## config.mk

```make
export PLATFORM = sky130hd
export DESIGN_NAME = branch_target_buffer_flat
export DESIGN_NICKNAME = d
export VERILOG_FILES = /design/src/rtl/branch_target_buffer_if.sv /design/src/rtl/branch_target_buffer.sv /design/src/flat_wrapper.sv
export SDC_FILE = /design/constraint.sdc
export NUM_CORES = 1
export LEC_CHECK = 0
export CAP_MARGIN = 15
export CORE_MARGIN = 2
export CORE_UTILIZATION = 64
export DETAILED_ROUTE_END_ITERATION = 7
export GPL_TIMING_DRIVEN = 1
export PLACE_DENSITY = 0.82
export SYNTH_ARGS = -nofsm -noshare
export SYNTH_HDL_FRONTEND = slang
export SYNTH_SLANG_ARGS = --single-unit
```

## constraint.sdc

```tcl
create_clock -name clk -period 9.2 [get_ports clk]
set_input_delay 1.38 -clock clk [delete_from_list [all_inputs] [get_ports clk]]
set_output_delay 1.38 -clock clk [all_outputs]
set_load 0.02 [all_outputs]
```

## src/rtl/branch_target_buffer_if.sv

```systemverilog
// Lookup, update and flush signals of the branch target buffer.
// master = fetch/resolve side, slave = the buffer itself.
interface branch_target_buffer_if #(
    parameter int PC_WIDTH = 10
);
    logic [PC_WIDTH-1:0] lkp_pc;
    logic                lkp_hit;
    logic                lkp_taken;
    logic [PC_WIDTH-1:0] lkp_target;
    logic                upd_valid;
    logic [PC_WIDTH-1:0] upd_pc;
    logic [PC_WIDTH-1:0] upd_target;
    logic                upd_taken;
    logic                flush_req;
    logic                flush_busy;

    modport master (
        output lkp_pc, upd_valid, upd_pc, upd_target, upd_taken, flush_req,
        input  lkp_hit, lkp_taken, lkp_target, flush_busy
    );

    modport slave (
        input  lkp_pc, upd_valid, upd_pc, upd_target, upd_taken, flush_req,
        output lkp_hit, lkp_taken, lkp_target, flush_busy
    );
endinterface

```

## src/rtl/branch_target_buffer.sv

```systemverilog
// 2-way set-associative branch target buffer with combinational lookup and a one-set-per-cycle flush sweep.
// Optional macro BTB_DIRECTION_PREDICT_EN adds 2-bit direction counters per entry.
module branch_target_buffer #(
    parameter int PC_WIDTH    = 10,
    parameter int INDEX_WIDTH = 4
) (
    input  logic                 clk,
    input  logic                 rst,
    branch_target_buffer_if.slave bus
);

    localparam int SETS      = 2 ** INDEX_WIDTH;
    localparam int TAG_WIDTH = PC_WIDTH - INDEX_WIDTH;

    typedef enum logic {
        IDLE  = 1'b0,
        FLUSH = 1'b1
    } state_t;

    state_t                 state_reg;
    logic [INDEX_WIDTH-1:0] flush_ptr_reg;
    logic                   flush_busy_reg;
    logic [SETS-1:0]        lru_reg;

    logic [INDEX_WIDTH-1:0] lkp_idx;
    logic [INDEX_WIDTH-1:0] upd_idx;
    logic [TAG_WIDTH-1:0]   lkp_tag;
    logic [TAG_WIDTH-1:0]   upd_tag;

    logic [1:0]             lkp_way_hit;
    logic [1:0]             lkp_way_taken;
    logic [PC_WIDTH-1:0]    lkp_way_target [2];
    logic [1:0]             upd_way_hit;
    logic [1:0]             upd_way_valid;

    logic                   lkp_hit_w;
    logic                   lkp_sel;
    logic                   upd_en;
    logic                   upd_hit;
    logic                   upd_wr_en;
    logic                   upd_wr_way;
    logic                   alloc_way;

    assign lkp_idx = bus.lkp_pc[INDEX_WIDTH-1:0];
    assign lkp_tag = bus.lkp_pc[PC_WIDTH-1:INDEX_WIDTH];
    assign upd_idx = bus.upd_pc[INDEX_WIDTH-1:0];
    assign upd_tag = bus.upd_pc[PC_WIDTH-1:INDEX_WIDTH];

    // Flush FSM: flush_busy_reg mirrors the FLUSH state so it is a clean registered output.
    always_ff @(posedge clk or negedge rst) begin
        if (!rst) begin
            state_reg      <= IDLE;
            flush_ptr_reg  <= '0;
            flush_busy_reg <= 1'b0;
        end else begin
            case (state_reg)
                IDLE: begin
                    if (bus.flush_req) begin
                        state_reg      <= FLUSH;
                        flush_busy_reg <= 1'b1;
                        flush_ptr_reg  <= '0;
                    end
                end
                FLUSH: begin
                    if (&flush_ptr_reg) begin
                        state_reg      <= IDLE;
                        flush_busy_reg <= 1'b0;
                        flush_ptr_reg  <= '0;
                    end else begin
                        flush_ptr_reg <= flush_ptr_reg + 1'b1;
                    end
                end
                default: begin
                    state_reg      <= IDLE;
                    flush_busy_reg <= 1'b0;
                    flush_ptr_reg  <= '0;
                end
            endcase
        end
    end

    // Update decode: a hit refreshes its way; a taken miss allocates invalid way 0, way 1, then LRU.
    assign upd_en     = bus.upd_valid && !flush_busy_reg;
    assign upd_hit    = |upd_way_hit;
    assign alloc_way  = !upd_way_valid[0] ? 1'b0 :
                        !upd_way_valid[1] ? 1'b1 : lru_reg[upd_idx];
    assign upd_wr_way = upd_hit ? !upd_way_hit[0] : alloc_way;
    assign upd_wr_en  = upd_en && (upd_hit || bus.upd_taken);

    always_ff @(posedge clk or negedge rst) begin
        if (!rst) begin
            lru_reg <= '0;
        end else if (flush_busy_reg) begin
            lru_reg[flush_ptr_reg] <= 1'b0;
        end else if (upd_wr_en) begin
            lru_reg[upd_idx] <= !upd_wr_way;
        end
    end

    genvar gi;
    generate
        for (gi = 0; gi < 2; gi++) begin : gen_way
            logic [SETS-1:0]      valid_reg;
            logic [TAG_WIDTH-1:0] tag_mem    [SETS];
            logic [PC_WIDTH-1:0]  target_mem [SETS];
            logic                 way_wr;

            assign way_wr = upd_wr_en && (upd_wr_way == 1'(gi));

            always_ff @(posedge clk or negedge rst) begin
                if (!rst) begin
                    valid_reg <= '0;
                end else if (flush_busy_reg) begin
                    valid_reg[flush_ptr_reg] <= 1'b0;
                end else if (way_wr) begin
                    valid_reg[upd_idx] <= 1'b1;
                end
            end

            // Payload storage carries no reset; valid_reg alone qualifies it.
            always_ff @(posedge clk) begin
                if (way_wr) begin
                    tag_mem[upd_idx]    <= upd_tag;
                    target_mem[upd_idx] <= bus.upd_target;
                end
            end

            assign lkp_way_hit[gi]    = valid_reg[lkp_idx] && (tag_mem[lkp_idx] == lkp_tag);
            assign lkp_way_target[gi] = target_mem[lkp_idx];
            assign upd_way_hit[gi]    = valid_reg[upd_idx] && (tag_mem[upd_idx] == upd_tag);
            assign upd_way_valid[gi]  = valid_reg[upd_idx];

`ifdef BTB_DIRECTION_PREDICT_EN
            logic [1:0] ctr_mem [SETS];
            logic [1:0] ctr_cur;
            logic [1:0] ctr_next;

            assign ctr_cur = ctr_mem[upd_idx];

            // Saturating step on a hit; fresh allocations start weakly taken.
            always_comb begin
                ctr_next = 2'b10;
                if (upd_hit) begin
                    if (bus.upd_taken) begin
                        ctr_next = (ctr_cur == 2'b11) ? 2'b11 : ctr_cur + 2'd1;
                    end else begin
                        ctr_next = (ctr_cur == 2'b00) ? 2'b00 : ctr_cur - 2'd1;
                    end
                end
            end

            always_ff @(posedge clk) begin
                if (way_wr) begin
                    ctr_mem[upd_idx] <= ctr_next;
                end
            end

            assign lkp_way_taken[gi] = ctr_mem[lkp_idx][1];
`else
            assign lkp_way_taken[gi] = 1'b1;
`endif
        end
    endgenerate

    // A set holding the tag in both ways is treated as a miss; the sweep blanks all hits.
    assign lkp_hit_w = (lkp_way_hit[0] ^ lkp_way_hit[1]) && !flush_busy_reg;
    assign lkp_sel   = lkp_way_hit[1];

    assign bus.lkp_hit    = lkp_hit_w;
    assign bus.lkp_taken  = lkp_hit_w && lkp_way_taken[lkp_sel];
    assign bus.lkp_target = lkp_hit_w ? lkp_way_target[lkp_sel] : '0;
    assign bus.flush_busy = flush_busy_reg;

endmodule

```

## src/flat_wrapper.sv

```systemverilog
// flat-port wrapper written by rule: the top's interface ports become plain ports
module branch_target_buffer_flat 
#(
    parameter int PC_WIDTH    = 10,
    parameter int INDEX_WIDTH = 4
)
  (clk, rst, bus_lkp_pc, bus_upd_valid, bus_upd_pc, bus_upd_target, bus_upd_taken, bus_flush_req, bus_lkp_hit, bus_lkp_taken, bus_lkp_target, bus_flush_busy);
  branch_target_buffer_if #(.PC_WIDTH(PC_WIDTH)) bus_i ();
  input  logic clk;
  input  logic rst;
  input wire logic [$bits(bus_i.lkp_pc)-1:0] bus_lkp_pc;
  input wire logic [$bits(bus_i.upd_valid)-1:0] bus_upd_valid;
  input wire logic [$bits(bus_i.upd_pc)-1:0] bus_upd_pc;
  input wire logic [$bits(bus_i.upd_target)-1:0] bus_upd_target;
  input wire logic [$bits(bus_i.upd_taken)-1:0] bus_upd_taken;
  input wire logic [$bits(bus_i.flush_req)-1:0] bus_flush_req;
  output wire logic [$bits(bus_i.lkp_hit)-1:0] bus_lkp_hit;
  output wire logic [$bits(bus_i.lkp_taken)-1:0] bus_lkp_taken;
  output wire logic [$bits(bus_i.lkp_target)-1:0] bus_lkp_target;
  output wire logic [$bits(bus_i.flush_busy)-1:0] bus_flush_busy;
  assign bus_i.lkp_pc = bus_lkp_pc;
  assign bus_i.upd_valid = bus_upd_valid;
  assign bus_i.upd_pc = bus_upd_pc;
  assign bus_i.upd_target = bus_upd_target;
  assign bus_i.upd_taken = bus_upd_taken;
  assign bus_i.flush_req = bus_flush_req;
  assign bus_lkp_hit = bus_i.lkp_hit;
  assign bus_lkp_taken = bus_i.lkp_taken;
  assign bus_lkp_target = bus_i.lkp_target;
  assign bus_flush_busy = bus_i.flush_busy;
  branch_target_buffer #(.PC_WIDTH(PC_WIDTH), .INDEX_WIDTH(INDEX_WIDTH)) u_core (.clk(clk), .rst(rst), .bus(bus_i));
endmodule
```

# After elaboration in Yosys (flattened, before gate mapping)
# Memories as Yosys holds them, arrays and structs flattened.
# Index checks and enable logic that the tools add are counted.
# op_classes
add_sub_neg	1
n_lt_le_gt_ge	7
n_eq_ne	6
mux	42
bitwise	10
n_reduce_logical	22
# ops
op	count
$mux W16	6
$and A16 B16 Y16	3
$mux W10	4
$or A16 B16 Y16	2
$eq A6 B6 Y1	4
$bmux W1 S4	5
$mux W1	19
$bwmux W16	1
$not A16 Y16	1
$lt A4 B5 Y1 const B	3
$logic_and A1 B1 Y1	12
$demux W1 S4	2
$ge A4 B1 Y1 const B	2
$mux W4	2
$pmux W4 S2	1
$reduce_bool A2 Y1	3
$add A4 B1 Y4 const B	1
$ne A2 B2 Y1 const B	2
$pmux W1 S2	2
$reduce_and A4 Y1	1
$logic_not A1 Y1	3
$ge A2 B2 Y1 const B	1
$lt A1 B2 Y1 const B	1
$not A1 Y1	2
5 further kinds	5
# totals
register_bits	54
ramBits	512
input_bits	35
out_inout_bits	13
n_memories	4
# mem_list
name	depth	word_bits	rd	rd_clocked_by_memory_dff	wr	line_no	source
u_core.gen_way[0].target_mem	16	10	1	0	1	branch_target_buffer.sv:105	logic [PC_WIDTH-1:0] target_mem [SETS];
u_core.gen_way[1].target_mem	16	10	1	0	1	branch_target_buffer.sv:105	
u_core.gen_way[0].tag_mem	16	6	2	0	1	branch_target_buffer.sv:104	logic [TAG_WIDTH-1:0] tag_mem [SETS];
u_core.gen_way[1].tag_mem	16	6	2	0	1	branch_target_buffer.sv:104	

# Longest topological paths before layout
# logic_depth
word_depth	9
mapped_depth	15
depth_no_buf	8

# Least setup slack after synthesis
# Ideal clock, no wire load.
# synth_path
path_kind	in2out
from	in bus_lkp_pc[1]
to	out bus_lkp_target[4]
arrival_time_ps	4283
slack_ps	3537
stages	10
path_buffers	3
cell_sequence	clkbuf_1 > clkbuf_1 > mux4_2 > mux4_2 > xnor2_1 > nand4_1 > nor4_2 > or3b_1 > buf_2 > o22ai_1
# synth_between
elab_chain_len	8
elab_cells_between_ends	19
classes_between	eq/ne: 2; mux: 8; bitwise: 2; reduce/logical: 3; memory: 4
# synth_lines
item	line_no	source
start: declaration	flat_wrapper.sv:11	input wire logic [$bits(bus_i.lkp_pc)-1:0] bus_lkp_pc;
$mem_v2 Z16 W6 or $bmux W1 S4 (tied branches)	--	
$eq A6 B6 Y1 or $mux W1 (tied branches)	branch_target_buffer.sv:128	assign lkp_way_hit[gi] = valid_reg[lkp_idx] && (tag_mem[lkp_idx] == lkp_tag);
$logic_and A1 B1 Y1	branch_target_buffer.sv:128	
$not A1 Y2 (implied by the code)	branch_target_buffer.sv:171	assign bus.lkp_target = lkp_hit_w ? lkp_way_target[lkp_sel] : '0;
$mux W10 (implied by the code) (3 in series)	branch_target_buffer.sv:171	
$mux W10 (*)	branch_target_buffer.sv:171	
end: declaration	flat_wrapper.sv:19	output wire logic [$bits(bus_i.lkp_target)-1:0] bus_lkp_target;
# Every way passes the cells marked *; elsewhere a longest branch is shown, timed or not. The select of a mux whose other input is x is not followed.

# Worst setup path in the final report
# layout_path
from	in bus_lkp_pc[0]
to	out bus_lkp_target[9]
# The elaborated chain is that of the path after synthesis.

==> reports/metrics.cfg <==
[critical_path]
crit_required_ns = 7.82
worstPathCellList = buf_8 -> mux4_2 -> mux4_2 -> xnor2_1 -> nand4_1 -> nor4_2 -> or3b_1 -> o22ai_1 -> clkdlybuf4s50_1
startpoint_type = input pin
setup.worst_path.class = in -> out
cpMaxStageDelayCell = nor4_2
cp-startpoint = bus_lkp_pc[0]
crit_arrival_ns = 5.82
crit_end = bus_lkp_target[9]
r2r-end = u_core.gen_way[1].target_mem[14][1]$_DFFE_PP_
cp.depth = 9
cpMostUsedCell = mux4_2
rrSetupSlack_ns = 5.08
r2r-start = u_core.gen_way[1].tag_mem[0][1]$_DFFE_PP_
path_buf_inv = 2
worstPathMaxFanout = 76
worstRegToRegCells = 9
slowest_delay_ns = 0.77
critPathCaptureType = output pin
crit_family = simple AND/OR/NAND/NOR gates

[clock_tree]
numCtsBuffers = 53
cts_hold_buf = 0
cts_num_sinks = 566
clock_latency_ns = 0.62
post_cts_buffers = 0
root_buffer = clkbuf_16
clk_pin_slew_ns = 0.06
cts.htree.levels = 2
cts_tree = done
cts_buffer_depth = 3
cts_resized = 0

[power]
p_switching_mw = 1.44
power_mw = 5.78
seq_power_share_pct = 52.7
powerDensity_nw_per_um2 = 212
intPower_mw = 4.34
clkPwrFrac_pct = 35.7
power_frac_comb_pct = 11.6
p_sw_share_pct = 24.9
peakVddDrop_mv = 0.174
power_leakage_nw = 8.92

[sta]
final.setup_skew_ns = 0.0176
slew_violations = 0
rsz0062_at_grt = no
slew_headroom_pct = 22.2
hold_violations = 0
tns_ns = 0
worst_pin_slew_ns = 1.17
fin_crit_ns = 7.20
fmax_ghz = 0.139
setup_viol = 0
finalCritPeriodShare_pct = 78.3

[layout]
antenna_cells = 0
largest_reg_flops = 320
drive_gt1_share_pct = 28.7
fillCellCount = 2147
num-nets-final = 1369
syn_to_final_growth_pct = 11.4

[routing]
wl_per_cell_um = 32.9
vias = 13700
routed_wl_mm = 61.7
drc_errors = 0
drt-initial-drc-count = 2009
drt-pass1-iter-count = 5
ant_nets = 0
via_per_inst = 7.31

[min_path]
hold_path.class = reg -> reg

[die]
die-width_um = 200
die_h_um = 200
io_pins = 48
rows = 71
die_area_um2 = 39800
coreArea_um2 = 37700
initial_core_util_pct = 65.0

[logic_synthesis]
netlist_area_um2 = 24500
synth_cell_type_count = 56
synth_flop_cell = edfxtp_1
synthCells = 1255
yosysWarnings = 0
synthArstFlopShare_pct = 9.54
synth-seq-area-share_pct = 68.4
synth_edf_count = 512
syn_nets = 1294
synth_area_per_cell_um2 = 19.5
ys_seq_elements = 566

[placed_design]
gp_congestion = 0.894
io_buffers = 47
dp_hpwl_mm = 34.5

[global_route]
grt_start_max_net_pins = 77
grt_overflow = 0
grt_pass1_vias = 13800
grt_pass1_wl_mm = 90.5
grt_util_all_layers_pct = 32.4
antenna_found_initial = 1

[outcome]
outcome = finished, final reports clean

[job]
max_cap_viol_count = 0

-- synthesized netlist by cell type, types with 17 or more instances --
library cell	count	area (um2)
clkbuf_1	27	101
dfrtp_1	54	1350
edfxtp_1	512	15400
buf_2	21	105
nand2_1	66	248
o21ai_0	49	245
mux2i_1	40	400
xor2_1	17	149
buf_1	17	63.8
nor2_1	42	158
mux4_2	217	4890
inv_1	26	97.6
-- how the worst min path moves through the flow --
stage	to	slack, ns	start	cells past startpoint
after global placement	u_core.gen_way[0].valid_reg[11]$_DFFE_PN0P_	0.48	u_core.gen_way[0].valid_reg[11]$_DFFE_PN0P_	2
after global routing	u_core.gen_way[0].valid_reg[5]$_DFFE_PN0P_	0.53	u_core.gen_way[0].valid_reg[5]$_DFFE_PN0P_	2
final	u_core.gen_way[0].valid_reg[7]$_DFFE_PN0P_	0.52	u_core.gen_way[0].valid_reg[7]$_DFFE_PN0P_	2
after CTS	u_core.gen_way[0].valid_reg[7]$_DFFE_PN0P_	0.51	u_core.gen_way[0].valid_reg[7]$_DFFE_PN0P_	2
after floorplan	u_core.gen_way[0].valid_reg[10]$_DFFE_PN0P_	0.46	u_core.gen_way[0].valid_reg[10]$_DFFE_PN0P_	2
after detailed placement	u_core.gen_way[0].valid_reg[7]$_DFFE_PN0P_	0.50	u_core.gen_way[0].valid_reg[7]$_DFFE_PN0P_	2
-- worst reg2reg max path, cell delays in order (launching register included) --
cell	delay, ns
edfxtp_1	0.42
nor2b_1	0.15
a2111oi_0	0.65
nor4_1	0.13
o32a_1	0.39
a211oi_2	0.31
a32oi_1	0.21
or2_1	0.28
buf_4	0.26
nor2_2	0.91
-- cells by family after synthesis --
family | Yosys count | synth area share [%]
flip-flops | 566 | 68.4
multiplexers | 258 | 21.7
AND/OR/NAND/NOR | 161 | 3.03
AO/OA/AOI/OAI | 130 | 3.57
buffers and inverters | 105 | 2.07
XOR/XNOR | 31 | 1.11
adder cells (fa/ha/maj) | 4 | 0.205
-- metal layers --
layer,vias to the layer above,track usage (%),wire length [um]
met3,216,6.57,7650
met1,7011,45.3,21700
met5,-,0.255,0
met2,1152,50.1,29300
li1,5352,-,-
met4,0,15.3,3030
-- through the flow --
stage / instance area (um2) / hold slack [ns] / std cells / utilization, % / setup WS (ns)
global route: 27300 / 0.532 / 1879 / 72.4 / 1.83
global placement: 25600 / 0.479 / 1783 / 68.0 / 2.16
finish: 27300 / 0.515 / 1879 / 72.4 / 2.00
floorplan: 24500 / 0.460 / 1255 / - / 3.54
detailed placement: 25600 / 0.495 / 1783 / 68.0 / 2.07
CTS: 27200 / 0.509 / 1876 / 72.2 / 1.99
-- placed cells by master (no fill, tap or decap), drive strengths merged, types with 28 or more instances in the layout --
cell type	instances
nand2	66
mux4	217
mux2i	40
edfxtp	512
inv	28
dfrtp	54
clkdlybuf4s50	39
nor2	42
o21ai	49
clkbuf	65
buf	60
-- power groups by stage --
| stage | Clock [mW] | Sequential [mW] | Combinational (mW) |
|---|---|---|---|
| floorplan | 0 | 3.04 | 0.471 |
| global placement | 0 | 3.08 | 0.632 |
| detailed placement | 0 | 3.09 | 0.650 |
| CTS | 2.07 | 3.04 | 0.658 |
| global route | 2.17 | 3.06 | 0.719 |
| finish | 2.06 | 3.05 | 0.669 |
-- layout make-up --
type                    count  area [um2]  area share (%)
well taps                 511         639            2.35
multi-input cells         584        7330            26.9
flip-flops and latches    566       16700            61.3
clock buffers              65        1370            5.03
clock inverters            28         213           0.780
inverters                  26        97.6           0.358
repair buffers             99         886            3.25
Note: power is estimated with default switching activity, not from simulation.
